<file path="config.mk">
export PLATFORM = sky130hd
export DESIGN_NAME = shift_add_mult_ctrl
export DESIGN_NICKNAME = d
export VERILOG_FILES = /design/src/rtl/mult_pkg.sv /design/src/rtl/shift_add_mult_ctrl_add4bits.sv /design/src/rtl/shift_add_mult_ctrl.sv
export SDC_FILE = /design/constraint.sdc
export NUM_CORES = 1
export LEC_CHECK = 0
export ABC_AREA = 1
export BUFFER_PORTS_ARGS = -buffer_cell sky130_fd_sc_hd__buf_2
export CORE_UTILIZATION = 45
export DETAILED_ROUTE_END_ITERATION = 6
export PLACE_DENSITY = 0.71
export SLEW_MARGIN = 20
export SYNTH_ARGS = -nofsm -noshare
export SYNTH_HDL_FRONTEND = slang
export SYNTH_SLANG_ARGS = --single-unit
export TNS_END_PERCENT = 30
</file>
<file path="constraint.sdc">
create_clock -name clk -period 6 [get_ports clk]
set_input_delay 0.6 -clock clk [delete_from_list [all_inputs] [get_ports clk]]
set_output_delay 0.6 -clock clk [all_outputs]
set_load 0.01 [all_outputs]
</file>
<file path="src/rtl/mult_pkg.sv">
// rtl/mult_pkg.sv - shared types and sizes for the shift-and-add multiplier
//
// Purpose: operand width, iteration counter width, controller state
//          encoding and the product type used by shift_add_mult_ctrl.
// Ports:   none (package).
package mult_pkg;

  localparam int WIDTH = 16;
  localparam int CNT_W = $clog2(WIDTH) + 1;

  typedef enum logic [1:0] {IDLE, RUN, DONE} mult_state_t;

  typedef logic [2*WIDTH-1:0] prod_t;

endpackage

</file>
<file path="src/rtl/shift_add_mult_ctrl_add4bits.sv">
// rtl/shift_add_mult_ctrl_add4bits.sv - 16-bit ripple-carry adder (Add4bits)
//
// Purpose: the existing 16-bit ripple-carry adder, reused as the single
//          datapath adder of the sequential multiplier.
// Ports:   a, b  16-bit addends
//          cin   carry in
//          s     16-bit sum
//          cout  carry out of bit 15
module Add4bits (
  input  logic [15:0] a,
  input  logic [15:0] b,
  input  logic        cin,
  output logic [15:0] s,
  output logic        cout
);

  logic carry;

  // The carry is a procedural temporary so the chain ripples bit by bit
  // without creating a combinational loop through a vector.
  always_comb begin
    s     = '0;
    carry = cin;
    for (int i = 0; i < 16; i++) begin
      s[i]  = a[i] ^ b[i] ^ carry;
      carry = (a[i] & b[i]) | (carry & (a[i] ^ b[i]));
    end
    cout = carry;
  end

endmodule

</file>
<file path="src/rtl/shift_add_mult_ctrl.sv">
// rtl/shift_add_mult_ctrl.sv - sequential unsigned 16x16 shift-and-add multiplier
//
// Purpose: accepts an operand pair on a valid/ready handshake, runs 16
//          shift-and-add iterations through one Add4bits instance and
//          presents the registered 32-bit product on a valid/ready handshake.
// Ports:   clk          rising-edge clock
//          rst          asynchronous active-high reset
//          start_valid  operand pair offered
//          start_ready  operands accepted (high only in IDLE)
//          a, b         multiplicand / multiplier, sampled on start handshake
//          busy         high while an operation is in RUN or DONE
//          prod_valid   product available
//          prod_ready   sink accepts product
//          prod         registered product a*b
module shift_add_mult_ctrl #(
  parameter int WIDTH = mult_pkg::WIDTH,
  parameter int CNT_W = mult_pkg::CNT_W
) (
  input  logic               clk,
  input  logic               rst,
  input  logic               start_valid,
  output logic               start_ready,
  input  logic [WIDTH-1:0]   a,
  input  logic [WIDTH-1:0]   b,
  output logic               busy,
  output logic               prod_valid,
  input  logic               prod_ready,
  output logic [2*WIDTH-1:0] prod
);

  import mult_pkg::*;

  // The adder is hard-wired to 16 bits, so no other width can work.
  if (WIDTH != 16) begin : g_bad_width
    $error("shift_add_mult_ctrl: WIDTH must be 16");
  end
  if (CNT_W != $clog2(WIDTH) + 1) begin : g_bad_cnt_w
    $error("shift_add_mult_ctrl: CNT_W must be $clog2(WIDTH)+1");
  end

  mult_state_t      state;
  mult_state_t      state_nxt;
  logic [WIDTH-1:0] mcand;
  logic [WIDTH-1:0] acc_hi;
  logic [WIDTH-1:0] acc_lo;
  logic [WIDTH-1:0] addend;
  logic [WIDTH-1:0] sum;
  logic             cout;
  logic [CNT_W-1:0] count;
  logic             last_iter;

  // acc_lo starts as the multiplier and is consumed LSB first while the
  // low product bits shift in from the top.
  assign addend    = acc_lo[0] ? mcand : '0;
  assign last_iter = (count == CNT_W'(WIDTH - 1));

  Add4bits u_adder (
    .a    (acc_hi),
    .b    (addend),
    .cin  (1'b0),
    .s    (sum),
    .cout (cout)
  );

  assign start_ready = (state == IDLE);
  assign busy        = (state != IDLE);
  assign prod_valid  = (state == DONE);

  always_ff @(posedge clk or posedge rst) begin
    if (rst) begin
      state <= IDLE;
    end else begin
      state <= state_nxt;
    end
  end

  always_comb begin
    state_nxt = state;
    case (state)
      IDLE:    if (start_valid) state_nxt = RUN;
      RUN:     if (last_iter)   state_nxt = DONE;
      DONE:    if (prod_ready)  state_nxt = IDLE;
      default: state_nxt = IDLE;
    endcase
  end

  always_ff @(posedge clk or posedge rst) begin
    if (rst) begin
      mcand  <= '0;
      acc_hi <= '0;
      acc_lo <= '0;
      count  <= '0;
      prod   <= '0;
    end else begin
      case (state)
        IDLE: begin
          if (start_valid) begin
            mcand  <= a;
            acc_hi <= '0;
            acc_lo <= b;
            count  <= '0;
          end
        end
        RUN: begin
          // Adder carry becomes the new MSB so no product bit is lost.
          acc_hi <= {cout, sum[WIDTH-1:1]};
          acc_lo <= {sum[0], acc_lo[WIDTH-1:1]};
          count  <= count + CNT_W'(1);
          // Capture the final accumulator directly so prod is already
          // stable on the first DONE cycle and is held afterwards.
          if (last_iter) begin
            prod <= {cout, sum, acc_lo[WIDTH-1:1]};
          end
        end
        default: ;
      endcase
    end
  end

endmodule

</file>
Word level (Yosys, flattened, before mapping)
Cells that the tools add are included.

Register bits after elaboration: 87. Input bits: 36. Output and inout bits: 35.

Add/sub/neg operators: 1. Equal/unequal tests: 6. Mux-type cells: 11. Bitwise logic cells: 77. Reduce and logical (&&, ||, !) cells: 7.

Operators with widths (number): 16-bit one-hot mux with 2 select lines (2); 16-bit 2-to-1 mux (3); 1-bit bitwise AND (31); 1-bit bitwise XOR (31); 1-bit bitwise OR (15); 5-bit one-hot mux with 2 select lines (1); 2-bit 2-to-1 mux (3); 2-bit one-hot mux with 3 select lines (1); 2-bit AND reduction (3); 5-bit by 1-bit adder with 5-bit output, second input constant (1); 5-bit by 4-bit equality test with 1-bit output, second input constant (1); 5-bit 2-to-1 mux (1); 2-bit != test, second input constant (2); 2-bit nonzero test (2); 3-bit AND reduction (1); 2-bit by 1-bit equality test with 1-bit output, second input constant (1); 2-bit equality test, second input constant (1); 2-bit zero test (1); 2-bit by 1-bit != test with 1-bit output, second input constant (1).

Longest topological paths before layout
Gate-level depths: netlist (run 1).

Word-level depth: 33. Depth in mapped cells: 27.

Modules after synthesis
Synthesis (run 1) repeated with hierarchy kept, for this count alone.

Cells, all modules: 481. Area total of the unflattened synthesis: 4211.5 um2.

Modules (own cells, without submodules): shift_add_mult_ctrl (instances 1, cells each 455, area an instance 3853.7 um2, sequential area each 2177.1 um2); Add4bits (instances 1, cells each 26, area an instance 357.8 um2, sequential area each 0.0 um2).

Worst setup path before layout (run 1)
OpenSTA, ideal clock, no wires.

Path kind: flip-flop to flip-flop. Start point: register acc_lo[0]. End point: register acc_hi[14]. Setup time: 0.126 ns. Arrival: 6.248 ns. Data required time: 5.874 ns. Setup slack: -0.374 ns. Stages on the path, launching flop included: 26. Buffers on the path: 2. Clock period less this slack: 6.374 ns. Path through: dfrtp_1 > buf_2 > clkbuf_1 > nand2_1 > fa_1 > fa_1 > inv_1 > fa_1 > inv_1 > fa_1 > inv_1 > fa_1 > inv_1 > fa_1 > inv_1 > fa_1 > inv_1 > fa_1 > fa_1 > fa_1 > fa_1 > fa_1 > fa_1 > fa_1 > fa_1 > o21ai_0.

Cells in the longest elaborated chain, start to end: 32. Elaborated cells on any way between the ends: 61. Those cells by class: 2 x mux; 59 x bitwise.

Ends and longest elaborated chain: from (decl) (line shift_add_mult_ctrl.sv:45) `logic [WIDTH-1:0] acc_lo;`; from (signal assigned) (line shift_add_mult_ctrl.sv:107) `acc_lo <= {sum[0], acc_lo[WIDTH-1:1]};`; 16-bit 2-to-1 mux * (line shift_add_mult_ctrl.sv:54) `assign addend = acc_lo[0] ? mcand : '0;`; 1-bit bitwise AND or 1-bit bitwise XOR (tied branches) (line shift_add_mult_ctrl_add4bits.sv:26) `carry = (a[i] & b[i]) | (carry & (a[i] ^ b[i]));`; 1-bit bitwise AND (line shift_add_mult_ctrl_add4bits.sv:26); 1-bit bitwise OR (line shift_add_mult_ctrl_add4bits.sv:26); 1-bit bitwise AND (line shift_add_mult_ctrl_add4bits.sv:26); 1-bit bitwise OR (line shift_add_mult_ctrl_add4bits.sv:26); 1-bit bitwise AND (line shift_add_mult_ctrl_add4bits.sv:26); 1-bit bitwise OR (line shift_add_mult_ctrl_add4bits.sv:26); [... 16 more ...]; 1-bit bitwise AND (line shift_add_mult_ctrl_add4bits.sv:26); 1-bit bitwise OR (line shift_add_mult_ctrl_add4bits.sv:26); 1-bit bitwise AND (line shift_add_mult_ctrl_add4bits.sv:26); 1-bit bitwise OR (line shift_add_mult_ctrl_add4bits.sv:26); 1-bit bitwise AND (line shift_add_mult_ctrl_add4bits.sv:26); 1-bit bitwise OR (line shift_add_mult_ctrl_add4bits.sv:26); 1-bit bitwise XOR * (line shift_add_mult_ctrl_add4bits.sv:25) `s[i] = a[i] ^ b[i] ^ carry;`; 16-bit one-hot mux with 2 select lines * (line shift_add_mult_ctrl.sv:95) `case (state)`; to (signal assigned) (line shift_add_mult_ctrl.sv:106) `acc_hi <= {cout, sum[WIDTH-1:1]};`; to (decl) (line shift_add_mult_ctrl.sv:44) `logic [WIDTH-1:0] acc_hi;`.

Mark *: on every way between the ends. The rest lies on a longest branch, timed or not. A chain may end at the register's enable or synchronous reset.

Final worst setup path (run 1)
Start point: register mcand[0]. End point: register prod[30].

Cells in the longest elaborated chain, start to end: 31.

Ends and longest elaborated chain: from (decl) (line shift_add_mult_ctrl.sv:43) `logic [WIDTH-1:0] mcand;`; from (signal assigned) (line shift_add_mult_ctrl.sv:89) `mcand <= '0;`; from (signal assigned) (line shift_add_mult_ctrl.sv:98) `mcand <= a;`; 16-bit 2-to-1 mux (line shift_add_mult_ctrl.sv:54); 1-bit bitwise AND (2 in a row) (line shift_add_mult_ctrl_add4bits.sv:26); 1-bit bitwise OR (line shift_add_mult_ctrl_add4bits.sv:26); 1-bit bitwise AND (line shift_add_mult_ctrl_add4bits.sv:26); 1-bit bitwise OR (line shift_add_mult_ctrl_add4bits.sv:26); 1-bit bitwise AND (line shift_add_mult_ctrl_add4bits.sv:26); 1-bit bitwise OR (line shift_add_mult_ctrl_add4bits.sv:26); 1-bit bitwise AND (line shift_add_mult_ctrl_add4bits.sv:26); [... 14 more ...]; 1-bit bitwise OR (line shift_add_mult_ctrl_add4bits.sv:26); 1-bit bitwise AND (line shift_add_mult_ctrl_add4bits.sv:26); 1-bit bitwise OR (line shift_add_mult_ctrl_add4bits.sv:26); 1-bit bitwise AND (line shift_add_mult_ctrl_add4bits.sv:26); 1-bit bitwise OR (line shift_add_mult_ctrl_add4bits.sv:26); 1-bit bitwise AND (line shift_add_mult_ctrl_add4bits.sv:26); 1-bit bitwise OR (line shift_add_mult_ctrl_add4bits.sv:26); 1-bit bitwise XOR (line shift_add_mult_ctrl_add4bits.sv:25); to (signal assigned) (line shift_add_mult_ctrl.sv:112) `prod <= {cout, sum, acc_lo[WIDTH-1:1]};`; to (decl) (line shift_add_mult_ctrl.sv:28) `output logic [2*WIDTH-1:0] prod`.

Every way passes these cells.

==> results of run 1 <==
## worst paths after layout
path                            start         end  slack (ns)  depth (start not counted)
max                          mcand[0]    prod[30]       -0.04                         26
max reg2reg                  mcand[0]    prod[30]       -0.04                         26
min in group asynchronous         rst    prod[20]        0.46                          3
min reg2reg                  prod[12]    prod[12]        0.47                          2
max in group asynchronous         rst  acc_hi[14]        5.04                          3
min                        prod_ready    state[1]        0.44                          2
## what timing repair did
action,CTS,global route
pin swaps,1,1
resized for setup,4,1
setup endpoints to repair,4,4
## cell type report
type                            count  area [um^2]  area share [%]
Sequential cell                    87         2180            46.6
Multi-Input combinational cell    317         1640            35.1
Timing Repair Buffer               74          384            8.22
Tap cell                          108          135            2.89
Clock buffer                       10          128            2.73
Inverter                           33          125            2.68
Clock inverter                      6         85.1            1.82
## placed cells by master (no fill, tap or decap)
cell | Yosys | routed
nand2_1 | 203 | 203
dfrtp_1 | 87 | 87
buf_2 | 11 | 70
nand3_1 | 50 | 50
o21ai_0 | 35 | 34
inv_1 | 30 | 29
fa_2 | 0 | 9
clkbuf_8 | 0 | 9
fa_1 | 15 | 6
inv_2 | 3 | 3
nor2_1 | 3 | 3
clkinv_2 | 0 | 3
ha_1 | 3 | 3
buf_4 | 1 | 3
o21ai_1 | 1 | 2
nand2_2 | 2 | 2
clkinvlp_4 | 0 | 2
bufinv_16 | 0 | 2
nand2_4 | 1 | 1
o21ai_4 | 1 | 1
nor2_8 | 1 | 1
o31ai_1 | 1 | 1
nand4_1 | 1 | 1
clkbuf_1 | 4 | 1
buf_6 | 6 | 1
## metrics by stage
step | total power, uW | worst slack, ns | util, %
after floorplan | 1650 | 0.00553 | -
after global placement | 1850 | -0.0304 | 50.5
after detailed placement | 1890 | -0.126 | 50.5
after CTS | 2340 | -0.0398 | 53.0
after global routing | 2530 | -0.239 | 53.1
final | 2320 | -0.0364 | 53.1
## state kept, by name, summed over array words and instances, names as in the netlist
register and flops:
count 5, state 2, prod 32, acc_lo 16
acc_hi 16, mcand 16
## logic make-up (layout without fill, tap and decap cells)
kind of cell	Yosys count	after routing	share of synthesized area, %
AOI/OAI and AO/OA	38	38	4.96
adders and majority gates	18	18	8.21
buffers and inverters	60	123	7.84
DFF	87	87	52.9
and+or+nand+nor	261	261	26.1
## metal layers
metal  GRT usage, %  vias up  share of wire [%]
li1               -     1559                  -
met1           26.9     1558                 46
met2           32.5       65                 48
met3           3.38       17                4.1
met4           8.86        0                2.2
met5              0        -                  0
## power groups by stage
stage	clock [uW]	combinational [uW]	sequential, uW
6_report	443	904	971
5_1_grt	472	1050	1010
4_1_cts	448	917	972
3_5_place_dp	0	907	980
3_3_place_gp	0	874	971
2_1_floorplan	0	663	988
## worst register-to-register path, delay by kind of cell (launching register included)
| kind | cells | cell delay, ns |
|---|---|---|
| flip-flops | 1 | 0.35 |
| AO/OA/AOI/OAI | 1 | 0.09 |
| AND/OR/NAND/NOR | 1 | 0.05 |
| adder cells (fa/ha/maj) | 16 | 4.90 |
| buffers and inverters | 8 | 0.48 |
==> results summary, run 1 <==
In the global route stage, overall resource usage came out at 20.2%. The maximum clock frequency came out at 166 MHz. The final-stage net count came out at 576.

Summed over all layers, the global routing overflow is 0. CTS built an H-tree with a depth of 3. The buffers plus inverters on the worst setup path came out at 8.

The number of warning messages in the yosys log came out at 0. The maximum number of pins on one net before global-route repair came out at 88. The die is 97.6 um wide.

The number of vias after detailed routing came out at 3199. The tool flagged a number of max-cap violations equal to 0. Counting along the longest clock path gives a buffer depth of 2. The setup fix buffers added after clock tree synthesis is 0.

The post-synthesis register bit count came out at 87. The CTS sink count came out at 87. The routed length per instance is 13.8 um. The tightest min-delay check is of the in2reg type.

Sorting the synthesized cells by how often they occur yields nand2_1 (203), dfrtp_1 (87), nand3_1 (50). The total CTS buffers came out at 9. The final max-slew violation count is 0. The cell taking the most area after synthesis is dfrtp_1.

At the end of routability-driven placement, the weighted congestion stood at 0.770. The number of antenna-violating nets in the routed design came out at 0. The post-synthesis to final-layout area growth is 13.5%.

After synthesis the cells add up to 4120 um^2. The worst setup path is launched from a register. The number of antenna violations at the first check in global routing is 0. The first global-routing pass estimated 15.1 mm of wire. Among all stages on the critical path, the largest delay is contributed by fa_1. After clock tree synthesis, the clock-pin slew on the worst setup and hold paths is 0.09 ns. In this run the core area contains 34 standard-cell rows. The number of enable flip-flop cells after synthesis came out at 0. The number of placed instances, taps included, is 619. In the finished design, the share of the clock period the worst path needs comes to 101%. The tightest slew margin relative to the limit came out at 32.8%. The placed wire-length estimate is 5.57 mm. The setup violation total in the final timing report came out at 2.

Summed over all nets, the switching power comes to 931 uW. The placed standard-cell area came out at 4450 um^2. The summed area of non-filler cells in the final layout came out at 4670 um^2. The worst setup path is of the reg2reg kind. When the netlist entered floorplanning its net count stood at 518. The number of design rule violations left after detail routing came out at 7.

The combinational share of power is 39.0%. The worst clock skew is 0.00929 ns. The detailed-router iteration count before antenna repair came out at 6. The initial core utilization is 46.7%.

The data arrival time of the worst path is 6.23 ns. The final reports fail on DRC, setup timing. Final hold analysis gives a worst-case slack of 0.438 ns.

The power density over the cells is 496 nW/um^2. The clock network is responsible for 19.1% of the overall power. For this block, the initial DRC count from the detailed router was 196.

A synthesized cell averages 8.87 um^2. The count of antenna diodes in the layout is 0. The worst setup path is captured at a register. The static power due to leakage came out at 0.00249 uW. At the pin with the least slew margin, the transition time is 1.00 ns.

The power share of the sequential group came out at 41.9%. The dominant synthesized flop cell is dfrtp_1. The CTS tree is done. Grouping stages by cell kind, the critical path spends the most delay in adder cells. The share of the synthesized area in the top cell type came out at 52.9%.

The peak ir drop on the vdd network is 189 uV. The internal power of the cells totals 1390 uW. Buffers inserted to repair hold after CTS numbered 0.

The cell repeated most along the worst path is fa_2. The number of global-route vias before repair came out at 3169. 71 I/O pins were placed. By area the synthesized netlist is led by dfrtp_1 (53%), nand2_1 (19%), fa_1 (7.3%). The required time of the critical path came out at 6.20 ns. The switching share of total power is 40.1%. nand2_1 is the most common cell in the netlist.

For this run, the register share of the synthesized area comes to 52.9%. Measured along the y axis, the die boundary spans 97.6 um. The worst-path maximum fanout is 2. The post-layout instance count excluding filler cells came out at 635.

The async set-or-reset flop fraction in the synthesized netlist came out at 100%. For this run, the slowest stage of the critical path takes 0.50 ns. In the routed layout, each cell is associated on average with a via count of 5.04. The final count of hold timing violations is 0.

Of the cells placed in the final design, the portion with a size suffix greater than 1 is 20.3%. The synthesized instance count is 464. In the final timing run, aggregate negative setup slack is -0.0579 ns. For the worst-skew pair, the clock arrives at the later sink with an insertion delay of 0.35 ns. The run finished, with violations left.

Setup repair after global routing could not meet its margin everywhere. The core area came out at 8810 um^2. Wires add up to 8.73 mm. The post-synthesis cell type count came out at 23.

The shortest period the worst path allows came out at 6.04 ns. The root buffer cell chosen for the clock tree is clkbuf_8. The count of input and output buffers came out at 70. In the post-route analysis, the smallest setup slack over all paths is -0.0364 ns. The total die area is 9530 um^2. The layout has 814 filler cells.
Power figures use the tool's default switching activity.
==> inputs of run 2 (changes only) <==
CORE_UTILIZATION = 49   (was 45)
PLACE_DENSITY = 0.76   (was 0.71)
RECOVER_POWER = 100   (was unset)
==> results summary, run 2 (synthesis results as in run 1) <==
The initial core utilization is 50.3% (+3.6 points). The worst reg2reg path depth is 26 (unchanged). The combinational share of power came out at 37.5% (-1.5 points). The most common cell after layout, fill and taps aside is nand2_1. The worst-path maximum fanout is 2 (unchanged). The overflow left after global routing is 0 (unchanged). The final count of hold timing violations came out at 0 (unchanged). The minimum setup slack in the final design came to -0.0186 ns (+0.0178 ns). The global-route usage over all layers is 22.2% (+2.1 points). The number of design rule violations left after detail routing came out at 0 (-7).

The total die area came out at 8770 um^2 (-8.0%). The post-synthesis to final-layout area growth came out at 12.0%. The number of buffers on the longest clock path is 2 (unchanged).

The core area is 8180 um^2 (-7.2%). The kind of end point of the critical path is a register. The clock latency on the worst-skew pair came out at 0.35 ns (about the same).

The number of cell rows came out at 33 (-2.9%). The routed metal-1 wire length is 3.96 mm (-0.60%). Leaving out fill and tap cells, the most frequent cells in the layout are nand2_1 (204), dfrtp_1 (87), nand3_1 (50).

The detailed-routed wire length on met3 is 402 um (+12%). Setup repair after global routing could not meet its margin everywhere. The number of flip-flops under the largest register name was 32 (unchanged).

The shortest period the worst path allows came to 6.02 ns (-0.0178 ns). The number of antenna-violating nets in the routed design came out at 0 (unchanged). The width of the die is 93.6 um (-4.1%).

The tightest slew margin relative to the limit is -208% (-240 points). CTS placed an instance of clkbuf_8 at the clock tree root. The routed length per instance was 14.0 um (+1.7%). The count of max-cap constraint violations is 1 (+1). The number of violations reported at the end of detailed-routing iteration 0 came out at 231 (+18%). The placed wire-length estimate came to 5.61 mm (+0.84%).

The final-stage net count is 576 (unchanged). The weighted congestion at the end of routability-driven global placement came to 0.753 (-2.2%). The global-route wire length before repair was 14.9 mm (-0.96%). The portion of the clock cycle consumed by the worst path in the final layout came to 100% (-0.30 points). The quantity of hold-fixing buffers added after cts was 0 (unchanged). The data arrival time of the worst path is 6.22 ns (about the same). The number of vias after detailed routing was 3232 (+1.0%). The count of antenna diodes in the layout is 0 (unchanged).

The worst clock skew is 0.00938 ns (+0.0000941 ns). The ratio of cells with drive above 1 in the final layout came to 12.9% (-7.4 points). The final-layout worst hold slack is 0.459 ns (+0.0213 ns). The run finished, with violations left.

The kind of start point of the critical path is a register. The number of antenna violations at the first check in global routing is 0 (unchanged). The routed via count divided by cell count came out at 5.11 (+1.5%). The classification of the worst setup path is reg2reg. The depth of the CTS H-tree was 3 (unchanged). The count of input and output buffers is 70 (unchanged). The final reports fail on capacitance limit, slew limit, setup timing.

The worst setup slack for register-to-register paths is -0.02 ns (+0.02 ns). The placed standard-cell area was 4430 um^2 (-0.25%). The detailed-router iteration count before antenna repair is 4 (-2).

The final max-slew violation count came out at 88 (+88). The peak ir drop on the vdd network is 213 uV (+13%). The power density over the cells came out at 496 nW/um^2 (about the same). The required time of the critical path came to 6.21 ns (about the same). The min-delay analysis places its worst path in the category in2reg. The total wire length after detailed routing came out at 8.84 mm (+1.2%). The CTS sink count came out at 87 (unchanged). The top-level I/O count was 71 (unchanged).

The slew of the pin with the lowest slew margin came to 4.63 ns (+3.62 ns). The setup violation total in the final timing report came out at 1 (-1). The register with the most flip-flops in the final layout is prod. The reported net switching power came out at 929 uW (-0.19%). The CTS tree is done.

The met2 layer wire length in the routed design is 4.35 mm (+3.6%). The maximum clock frequency came out at 166 MHz (+0.30%). The number of instances on the worst hold path was 2 (unchanged). The summed area of non-filler cells in the final layout came out at 4610 um^2 (-1.4%).

The internal power consumption was 1360 uW (-2.0%). The clock network fraction of total power came to 18.7% (-0.4 points). After detailed routing, no signal wire sits above met4. The power share of the sequential group is 43.8% (+1.9 points).

The static power due to leakage is 0.00235 uW (-5.6%). The total CTS buffers came out at 9 (unchanged). The clock transition at the registers of the reported paths is 0.09 ns (about the same). The maximum number of pins on one net before global-route repair is 88 (unchanged). The number of global-route vias before repair is 3110 (-1.9%). The switching share of total power is 40.6% (+0.45 points).

The height of the die came out at 93.6 um (-4.1%).
==> run 2: layout make-up <==
cell class / instances / area (um^2)
Tap cell: 105 / 131
Multi-Input combinational cell: 317 / 1630
Fill cell: 765 / 3570
Sequential cell: 87 / 2180
Clock buffer: 13 / 169
Clock inverter: 3 / 40.0
Inverter: 33 / 125
Timing Repair Buffer: 74 / 333
==> run 2: worst paths after layout <==
check | start | end
min | prod_ready | state[1]
min in group asynchronous | rst | prod[16]
max | mcand[0] | prod[30]
max in group asynchronous | rst | mcand[2]
max reg2reg | mcand[0] | prod[30]
min reg2reg | prod[2] | prod[2]
==> run 2: worst max-delay path, stage by stage, from the launching register on <==
cell and delay (ns):
dfrtp_1 0.36, nand2_1 0.06, inv_1 0.05, ha_1 0.13
inv_1 0.05, fa_2 0.33, fa_1 0.36, inv_1 0.08
fa_1 0.15, inv_1 0.05, fa_1 0.35, inv_1 0.07
fa_1 0.16, inv_1 0.05, fa_1 0.34, inv_1 0.08
fa_1 0.16, inv_1 0.06, fa_2 0.34, fa_2 0.34
fa_2 0.34, fa_2 0.34, fa_2 0.34, fa_2 0.35
fa_2 0.35, fa_1 0.50, o21ai_0 0.09
==> run 2: power groups by stage <==
stage | logic, uW | clock network, uW | registers (uW)
final | 857 | 429 | 1000
after global routing | 995 | 465 | 1030
after CTS | 894 | 435 | 998
after detailed placement | 878 | 0 | 1010
after global placement | 835 | 0 | 995
after floorplan | 663 | 0 | 988
==> run 2: repair_timing <==
item                       in CTS  in global routing
setup endpoints to repair       4                  4
gates resized for setup         4                  1
pin swaps                       0                  2
setup buffers                   1                  0
==> run 2: per-stage QoR <==
stage / instances / setup TNS [ns] / total power, uW / worst slack, ns / utilization (%)
finish: 632 / -0.0186 / 2290 / -0.0186 / 56.4
global route: 632 / -0.753 / 2490 / -0.231 / 56.4
CTS: 632 / -0.0529 / 2330 / -0.0409 / 57.0
detailed placement: 615 / -0.529 / 1880 / -0.191 / 54.2
global placement: 615 / -0.0389 / 1830 / -0.0302 / 54.2
floorplan: 464 / 0 / 1650 / 0.00553 / -
==> run 2: per-layer routing <==
layer | up-vias | global-route usage, %
met5 | - | 0
met4 | 0 | 6.67
met3 | 11 | 4.88
met2 | 68 | 36.2
met1 | 1591 | 30.0
li1 | 1562 | -
==> inputs of run 3 (changes only) <==
PLACE_DENSITY = 0.73   (was 0.76)
clock period = 5.9 ns   (was 6 ns; I/O delays follow)
==> results summary, run 3 (synthesis results as in run 1) <==
The number of cell rows is 33 (unchanged). The ratio of cells with drive above 1 in the final layout is 12.7% (-0.17 points). The clock network fraction of total power came out at 21.3% (+2.6 points). The placed wire-length estimate came out at 5.47 mm (-2.6%). The maximum single-stage delay on the critical path is 0.51 ns (about the same). The footprint of the multi-input gates is 1610 um^2 (-1.5%).

The number of global-route vias before repair was 3060 (-1.6%). The total wire length after detailed routing is 8.93 mm (+1.0%). The global-route wire length before repair is 14.5 mm (-2.7%). The buffers plus inverters on the worst setup path is 8 (unchanged). The static power due to leakage came out at 0.00236 uW (+0.52%). The power density over the cells came to 519 nW/um^2 (+4.6%). The quantity of hold-fixing buffers added after cts came out at 0 (unchanged). The final standard cell utilization of the core is 56.5% (+0.15 points).

The checks that failed: capacitance limit, slew limit, setup timing. The tightest slew margin relative to the limit was -204% (+4.3 points). The routed via count divided by cell count is 5.13 (+0.38%).

More flip-flops sit in one register than any other, and that register is prod. The data arrival time of the worst path is 6.27 ns (+0.05 ns). CTS placed an instance of clkbuf_8 at the clock tree root.

The final count of hold timing violations is 0 (unchanged). The tightest min-delay check is of the in2reg type. The power share of the sequential group is 41.4% (-2.4 points). The slowest cell on the critical path is fa_1.

The final-stage net count came to 576 (unchanged). The post-route total power came out at 2400 uW (+4.9%). The weighted congestion at the end of routability-driven global placement came out at 0.759 (+0.84%). The count of input and output buffers came to 70 (unchanged). The kind of end point of the critical path is a register. The portion of the clock cycle consumed by the worst path in the final layout came out at 103% (+2.5 points). The overflow left after global routing is 0 (unchanged).

The number of inserted filler cells in the final layout is 781 (+2.1%). The post-layout instance count excluding filler cells was 631 (-0.16%). STA classifies the critical path startpoint as a register. The clock latency on the worst-skew pair is 0.36 ns (about the same).

The number of antenna violations at the first check in global routing came to 0 (unchanged). TritonCTS built the clock tree. The maximum number of pins on one net before global-route repair was 88 (unchanged). The number of violations reported at the end of detailed-routing iteration 0 is 207 (-10%). The peak ir drop on the vdd network is 210 uV (-0.98%).

The cell family contributing the most delay on the critical path is adder cells. The height of the die came out at 93.6 um (unchanged). The slew of the pin with the lowest slew margin is 4.56 ns (-0.0647 ns). The top-level I/O count came out at 71 (unchanged). The worst clock skew came out at 0.0103 ns (+0.000899 ns). The register area is 2180 um^2 (unchanged). The worst-path maximum fanout came out at 2 (unchanged). The CTS sink count came out at 87 (unchanged).

The placed standard-cell area is 4450 um^2 (+0.28%). The global-route usage over all layers is 21.9% (-0.32 points). Setup repair after global routing could not meet its margin everywhere.

The required time of the critical path is 6.11 ns (-0.10 ns). The number of design rule violations left after detail routing came out at 0 (unchanged). The internal power consumption came out at 1460 uW (+7.4%). The number of antenna-violating nets in the routed design was 0 (unchanged). The core area is 8180 um^2 (unchanged). The clock transition at the registers of the reported paths came out at 0.08 ns (about the same). The most common cell after layout, fill and taps aside is nand2_1.

The count of max-cap constraint violations is 2 (+1). The summed area of non-filler cells in the final layout came out at 4620 um^2 (+0.27%). The initial core utilization is 50.3% (unchanged).

The maximum clock frequency came to 165 MHz (-0.73%). The count of antenna diodes in the layout is 0 (unchanged). The shortest period the worst path allows came to 6.06 ns (+0.0443 ns). The total CTS buffers came out at 9 (unchanged).

The routed length per instance is 14.1 um (+1.2%). The detailed-router iteration count before antenna repair came out at 7 (+3). The final max-slew violation count came to 127 (+44%).

The number of vias after detailed routing is 3239 (+0.22%). The number of buffers on the longest clock path is 2 (unchanged). By instance count, the cell type seen most on the critical path is fa_2. In the layout the commonest cells are nand2_1 (204), dfrtp_1 (87), nand3_1 (50). The reported net switching power came to 941 uW (+1.3%).

The run finished, with violations left. The depth of the CTS H-tree was 3 (unchanged). The combinational share of power is 37.3% (-0.2 points). The cell total after placement is 616 (+0.16%). The minimum setup slack in the final design is -0.163 ns (-0.144 ns). The sum of negative setup slack is -0.386 ns (-0.368 ns). The setup fix buffers added after clock tree synthesis is 0 (-1). The setup violation total in the final timing report came out at 4 (+3). The number of flip-flops under the largest register name is 32 (unchanged).

The worst setup path is of the reg2reg kind. The width of the die came out at 93.6 um (unchanged). The switching share of total power came to 39.2% (-1.4 points).

The total die area came out at 8770 um^2 (unchanged). Relative to the synthesized area, the layout overhead comes to 12.3%.
## run 3: timing repair
item                                    4_1_cts  5_1_grt
gates resized for setup                       4        1
endpoints found under the setup margin        4        6
pin swaps                                     0        1
## run 3: power by group through the flow
stage	Clock, uW	Combinational (uW)	Sequential [uW]
floorplan	0	679	1010
global placement	0	889	986
detailed placement	0	919	997
CTS	516	937	989
global route	544	1040	1020
finish	511	895	993
## run 3: path summary, 6_finish.rpt
| check | start | end | slack [ns] | cells after the start |
|---|---|---|---|---|
| worst max-delay path | mcand[0] | prod[30] | -0.16 | 26 |
| worst min-delay path | prod_ready | state[1] | 0.42 | 2 |
| worst max register to register | mcand[0] | prod[30] | -0.16 | 26 |
| worst min register to register | mcand[14] | mcand[14] | 0.48 | 2 |
| max in group asynchronous | rst | acc_lo[1] | 1.32 | 3 |
| min in group asynchronous | rst | acc_hi[2] | 2.04 | 3 |
## run 3: routing by layer
layer	GRT usage (%)	vias up	routed length (um)
li1	-	1552	-
met1	30.2	1591	4000
met2	34.7	87	4420
met3	3.98	9	401
met4	8.08	0	107
met5	0	-	0
## run 3: per-stage QoR
step	setup WS (ns)	hold slack, ns
2_1_floorplan	-0.0349	0.442
3_3_place_gp	-0.0730	0.452
3_5_place_dp	-0.196	0.453
4_1_cts	-0.165	0.408
5_1_grt	-0.421	0.414
6_report	-0.163	0.418
## run 3: worst register-to-register path: stages, from the launching register on
cell and delay, ns:
dfrtp_1 0.36, nand2_1 0.05, inv_1 0.05, ha_1 0.13, inv_1 0.05, fa_2 0.34
fa_2 0.33, inv_1 0.07, fa_1 0.16, inv_1 0.05, fa_1 0.35, inv_1 0.08
fa_1 0.16, inv_1 0.05, fa_1 0.35, inv_1 0.08, fa_1 0.15, inv_1 0.05
fa_2 0.34, fa_2 0.36, fa_2 0.36, fa_2 0.37, fa_2 0.35, fa_2 0.34
fa_2 0.35, fa_1 0.51, o21ai_1 0.08
## run 3: final cells by class
cell class	count	share of cell area, %
clock inverters	3	1.95
flip-flops and latches	87	47.1
multi-input cells	317	34.8
clock buffers	12	3.36
well taps	105	2.84
repair buffers	74	7.23
inverters	33	2.71
